<file path="config.mk">
export PLATFORM = sky130hd
export DESIGN_NAME = control_sequencer_flat
export DESIGN_NICKNAME = d
export VERILOG_FILES = /design/src/rtl/control_sequencer_if.sv /design/src/rtl/control_sequencer.sv /design/src/flat_wrapper.sv
export SDC_FILE = /design/constraint.sdc
export NUM_CORES = 1
export LEC_CHECK = 0
export BUFFER_PORTS_ARGS = -buffer_cell sky130_fd_sc_hd__buf_4
export CAP_MARGIN = 20
export CORE_AREA = 2 2 120 122
export CTS_BUF_LIST = sky130_fd_sc_hd__clkbuf_8
export DETAILED_ROUTE_END_ITERATION = 8
export DIE_AREA = 0 0 122 124
export GPL_TIMING_DRIVEN = 0
export HOLD_SLACK_MARGIN = 0.05
export PLACE_DENSITY = 0.63
export SLEW_MARGIN = 20
export SYNTH_ARGS = -nofsm -noshare
export SYNTH_HDL_FRONTEND = slang
export SYNTH_SLANG_ARGS = --single-unit
</file>
<file path="constraint.sdc">
create_clock -name clock -period 3.39 [get_ports clock]
set_clock_uncertainty 0.1 [all_clocks]
set_input_delay 0.1695 -clock clock [delete_from_list [all_inputs] [get_ports clock]]
set_output_delay 0.1695 -clock clock [all_outputs]
set_load 0.05 [all_outputs]
</file>
<file path="src/rtl/control_sequencer_if.sv">
// control_sequencer_if: bus between the instruction-cycle sequencer and its decoders/datapath
interface control_sequencer_if;
  logic [63:0] data_bus;
  logic [32:0] cw_dec;
  logic [63:0] k_dec;
  logic [4:0]  alu_status;
  logic        stall;
  logic [31:0] I;
  logic [1:0]  state;
  logic [4:0]  status;
  logic [32:0] cw;
  logic [63:0] K;
  logic        fetch;
  logic        fault;
  modport master (
    input  data_bus, cw_dec, k_dec, alu_status, stall,
    output I, state, status, cw, K, fetch, fault
  );
  modport slave (
    output data_bus, cw_dec, k_dec, alu_status, stall,
    input  I, state, status, cw, K, fetch, fault
  );
endinterface

</file>
<file path="src/rtl/control_sequencer.sv">
// control_sequencer: fetch/execute/halt instruction sequencer with watchdog fault; stall freeze enabled by CONTROL_SEQ_STALL_EN
module control_sequencer #(
  parameter int MAX_EXEC = 4
) (
  input logic clock,
  input logic reset,
  control_sequencer_if.master bus
);
  localparam logic [32:0] FETCH_CW = 33'h0_7DFF_FD10;
  localparam logic [32:0] NOP_CW   = 33'h0_7DFF_FC00;
  typedef enum logic [1:0] {FETCH, EXEC, HALT} phase_t;
  phase_t phase, phase_nx;
  logic [31:0] i_nx;
  logic [1:0]  state_nx;
  logic [4:0]  status_nx, cnt, cnt_nx, cnt_inc;
  logic        fault_nx, hold;
`ifdef CONTROL_SEQ_STALL_EN
  assign hold = bus.stall;
`else
  assign hold = 1'b0;
`endif
  assign cnt_inc = cnt + 5'd1;
  // control word and constant to the datapath, combinational from phase and decoder
  always_comb begin
    bus.cw    = (hold || phase == HALT) ? NOP_CW : (phase == FETCH) ? FETCH_CW : bus.cw_dec;
    bus.K     = (!hold && phase == EXEC) ? bus.k_dec : 64'd0;
    bus.fetch = phase == FETCH;
  end
  // next-state: fetch loads I, execute follows decoder next_state until 00 or watchdog trips
  always_comb begin
    phase_nx  = phase;
    i_nx      = bus.I;
    state_nx  = bus.state;
    status_nx = bus.status;
    cnt_nx    = cnt;
    fault_nx  = bus.fault;
    if (!hold && phase == FETCH) begin
      i_nx     = bus.data_bus[31:0];
      state_nx = 2'd0;
      cnt_nx   = 5'd0;
      phase_nx = EXEC;
    end else if (!hold && phase == EXEC) begin
      if (bus.cw_dec[2]) status_nx = bus.alu_status;
      if (bus.cw_dec[1:0] == 2'b00) phase_nx = FETCH;
      else begin
        state_nx = bus.cw_dec[1:0];
        cnt_nx   = cnt_inc;
        if (cnt_inc == 5'(MAX_EXEC)) begin
          fault_nx = 1'b1;
          phase_nx = HALT;
        end
      end
    end
  end
  // architectural registers, cleared asynchronously
  always_ff @(posedge clock or negedge reset) begin
    if (!reset) begin
      phase      <= FETCH;
      bus.I      <= 32'd0;
      bus.state  <= 2'd0;
      bus.status <= 5'd0;
      bus.fault  <= 1'b0;
      cnt        <= 5'd0;
    end else begin
      phase      <= phase_nx;
      bus.I      <= i_nx;
      bus.state  <= state_nx;
      bus.status <= status_nx;
      bus.fault  <= fault_nx;
      cnt        <= cnt_nx;
    end
  end
endmodule

</file>
<file path="src/flat_wrapper.sv">
// flat-port wrapper written by rule: the top's interface ports become plain ports
module control_sequencer_flat 
#(
  parameter int MAX_EXEC = 4
)
  (clock, reset, bus_data_bus, bus_cw_dec, bus_k_dec, bus_alu_status, bus_stall, bus_I, bus_state, bus_status, bus_cw, bus_K, bus_fetch, bus_fault);
  control_sequencer_if bus_i ();
  input logic clock;
  input logic reset;
  input wire logic [$bits(bus_i.data_bus)-1:0] bus_data_bus;
  input wire logic [$bits(bus_i.cw_dec)-1:0] bus_cw_dec;
  input wire logic [$bits(bus_i.k_dec)-1:0] bus_k_dec;
  input wire logic [$bits(bus_i.alu_status)-1:0] bus_alu_status;
  input wire logic [$bits(bus_i.stall)-1:0] bus_stall;
  output wire logic [$bits(bus_i.I)-1:0] bus_I;
  output wire logic [$bits(bus_i.state)-1:0] bus_state;
  output wire logic [$bits(bus_i.status)-1:0] bus_status;
  output wire logic [$bits(bus_i.cw)-1:0] bus_cw;
  output wire logic [$bits(bus_i.K)-1:0] bus_K;
  output wire logic [$bits(bus_i.fetch)-1:0] bus_fetch;
  output wire logic [$bits(bus_i.fault)-1:0] bus_fault;
  assign bus_i.data_bus = bus_data_bus;
  assign bus_i.cw_dec = bus_cw_dec;
  assign bus_i.k_dec = bus_k_dec;
  assign bus_i.alu_status = bus_alu_status;
  assign bus_i.stall = bus_stall;
  assign bus_I = bus_i.I;
  assign bus_state = bus_i.state;
  assign bus_status = bus_i.status;
  assign bus_cw = bus_i.cw;
  assign bus_K = bus_i.K;
  assign bus_fetch = bus_i.fetch;
  assign bus_fault = bus_i.fault;
  control_sequencer #(.MAX_EXEC(MAX_EXEC)) u_core (.clock(clock), .reset(reset), .bus(bus_i));
endmodule
</file>
==> impl_metrics.env <==
export IMPL_status="complete, no violations"
export IMPL_portBuffers=273
export IMPL_drtIter0Drc=66
export IMPL_wirelength_um=10260
export IMPL_vias=2812
export IMPL_p_sw_uw=3128
export IMPL_antenna_found_initial=0
export IMPL_diodes=0
export IMPL_r2r_start="u_core.phase[1]$_DFFE_PN0P_"
export IMPL_cellLeakagePower_uw=0.002765
export IMPL_hold_start="bus_cw_dec[2]"
export IMPL_drc=0
export IMPL_gp_congestion=0.7883
export IMPL_cp_max_fo=10
export IMPL_arrival_ps=1810
export IMPL_r2r_end="u_core.bus.I[22]$_DFFE_PN0P_"
export IMPL_core_area_um2=13720
export IMPL_p_int_uw=2434
export IMPL_combPwrFrac_pct=75.3
export IMPL_max_clock_path_buffers=2
export IMPL_crit_path_end_kind="primary output"
export IMPL_finalHoldViolCount=0
export IMPL_die_x_um=122
export IMPL_clock_sinks=47
export IMPL_reg2reg_depth=3
export IMPL_n_fill_cell=1351
export IMPL_holdPathStages=3
export IMPL_final_setup_tns_ps=0
export IMPL_cts_setup_buffers=0
export IMPL_crit_required_ps=3120
export IMPL_clkLatencyLatePin_ps=290
export IMPL_clockPowerShare_pct=5.9
export IMPL_synth_area_leaders="dfrtp_1, and2_1, mux2_4"
export IMPL_cts_buffers=5
export IMPL_grt_pass1_wl_um=14680
export IMPL_post_route_util_pct=39.28
export IMPL_cts_tree="yes"
export IMPL_rrSetupSlack_ps=1780
export IMPL_max_slew_worst_pin_slew_ps=609.9
export IMPL_swShare_pct=56.24
export IMPL_cts_root_buf="clkbuf_8"
export IMPL_cp_start_kind="register"
export IMPL_period_minus_slack_ps=2081
export IMPL_dieArea_um2=15130
export IMPL_die_h_um=124
export IMPL_slew_viol_final=0
export IMPL_seq_area_frac_synth_pct=44.74
export IMPL_syn_avg_cell_area_um2=11.63
export IMPL_grt_overflow=0
export IMPL_firstDrtPassIters=4
export IMPL_grt_pass1_vias=2859
export IMPL_yosys_register_bits=47
export IMPL_fp_row_count=43
export IMPL_ys_warn_count=0
export IMPL_max_freq_mhz=480.5
export IMPL_cap_viol_max_count=0
export IMPL_dpl_worst_slack_ps=1593
export IMPL_drt_antenna_violating_nets=0
export IMPL_synth_area_um2=2629
export IMPL_synth_fp_nets=396
export IMPL_rsz0062_at_grt="false"
export IMPL_hold_class="in2reg"
export IMPL_slew_headroom_pct=59.34
export IMPL_grt_usage_pct=12.14
export IMPL_dpl_hpwl_um=8005
export IMPL_p_per_area_nw_per_um2=1032
export IMPL_wl_per_cell_um=14.11
export IMPL_viasPerCell=3.868
export IMPL_htreeDepth=2
export IMPL_drive_gt1_share_pct=60.15
export IMPL_min_to="u_core.bus.status[1]$_DFFE_PN0P_"
export IMPL_synthToLayoutAreaGrowth_pct=105.0
export IMPL_grt_max_degree=48
export IMPL_synth_top_cell_area_share_pct=44.74
export IMPL_ir_worst_vdd_mv=0.4149
export IMPL_min_period_over_period_pct=61.40
export IMPL_start_util_pct=19.16
export IMPL_synthCells=226
export IMPL_path_class="reg2out"
export IMPL_nets=716
export IMPL_io_pins=307
export IMPL_fin_ws_ps=1309
export IMPL_synth_top_area_cell="dfrtp_1"
export IMPL_finalSetupViolCount=0
export IMPL_yosysUniqueCellTypes=30
export IMPL_clk_pin_slew_ps=80
export IMPL_p_seq_share_pct=18.7
## cells by family after synthesis
group | after synthesis | synth area share, %
compound gates | 14 | 4.046
xor+xnor | 2 | 0.6665
fa+ha+maj | 1 | 0.4759
buf+inv | 15 | 3.474
flops | 47 | 44.74
mux | 38 | 20.09
simple gates | 109 | 26.51
## flip-flops by register name (all words and copies together) (netlist names)
signal	cells
u_core.bus.I	32
u_core.bus.status	5
u_core.cnt	5
u_core.bus.state	2
u_core.phase	2
u_core.bus.fault	1
## power by group through the flow
stage               combinational [uW]  sequential, uW  clock [uW]
detailed placement                4180            1040           0
global placement                  4150            1030           0
finish                            4190            1040         331
global route                      4390            1080         380
CTS                               4230            1040         358
floorplan                         2070            1880           0
## layout by cell type, fill, tap and decap left out, drive strengths merged
master,synthesis,final
nand4bb,1,1
xor2,2,2
buf,5,278
and2,75,75
nor2b,2,2
nand3,3,3
o2bb2ai,3,3
mux2i,1,1
nand2,2,2
dlygate4sd3,0,40
mux2,37,37
dfrtp,47,47
nor2,3,3
clkinvlp,0,1
nand2b,16,16
o211ai,1,1
ha,1,1
o32ai,1,1
a22o,2,2
o21ai,2,2
clkinv,0,1
clkbuf,9,14
a21o,3,3
a21oi,2,2
inv,1,2
or2b,7,7
## what timing repair did
action | 4_1_cts | 5_1_grt
endpoints found under the hold margin | 86 | 0
resized for setup | 0 | 0
hold buffers | 40 | 0
## cell usage after synthesis (all sizes together)
cell type / count
nor2b: 2
o211ai: 1
nand2: 2
a21oi: 2
buf: 5
dfrtp: 47
nand4bb: 1
a21o: 3
and2: 75
o21ai: 2
nor2: 3
inv: 1
o2bb2ai: 3
clkbuf: 9
mux2: 37
ha: 1
mux2i: 1
or2b: 7
o32ai: 1
xor2: 2
nand2b: 16
a22o: 2
nand3: 3
## final cells by class
class	instances	area, um^2	area share [%]
plain buffers	14	87.58	1.625
clock buffers	5	68.82	1.277
clock inverters	3	16.27	0.3018
inverters	1	3.754	0.06965
multi-input cells	164	1361	25.26
flip-flops and latches	47	1176	21.82
well taps	180	225.2	4.179
repair buffers	313	2450	45.46
## worst max-delay path: stages (launching register included)
cell      delay (ps)
dfrtp_1          500
nor2b_4          300
clkbuf_1         320
and2_1           200
buf_4            200
## stage by stage
stage | power, uW | cells | hold slack (ps) | cell area [um^2]
after CTS | 5625 | 727 | 168.7 | 5389
final | 5562 | 727 | 179.8 | 5389
after global placement | 5189 | 679 | 122.1 | 4903
after detailed placement | 5224 | 679 | 136.9 | 4903
after global routing | 5846 | 727 | 177.1 | 5389
after floorplan | 3951 | 226 | -226.1 | 2629
## worst max-delay path by stage
stage / start / endpoint / slack (ps) / cells after the start
after floorplan: u_core.phase[1]$_DFFE_PN0P_ / bus_K[34] / 1750 / 4
after global placement: u_core.phase[1]$_DFFE_PN0P_ / bus_K[62] / 1610 / 4
after detailed placement: u_core.phase[1]$_DFFE_PN0P_ / bus_K[62] / 1590 / 4
after CTS: u_core.phase[1]$_DFFE_PN0P_ / bus_K[62] / 1240 / 4
after global routing: u_core.phase[1]$_DFFE_PN0P_ / bus_K[59] / 1120 / 4
final: u_core.phase[1]$_DFFE_PN0P_ / bus_K[59] / 1310 / 4
## metal layers
layer,GRT usage [%],wire length [um]
met5,0,0
met4,3.592,138
met3,1.832,506
met2,21.61,5603
met1,15.16,4009
Note: power is estimated with default switching activity, not from simulation.
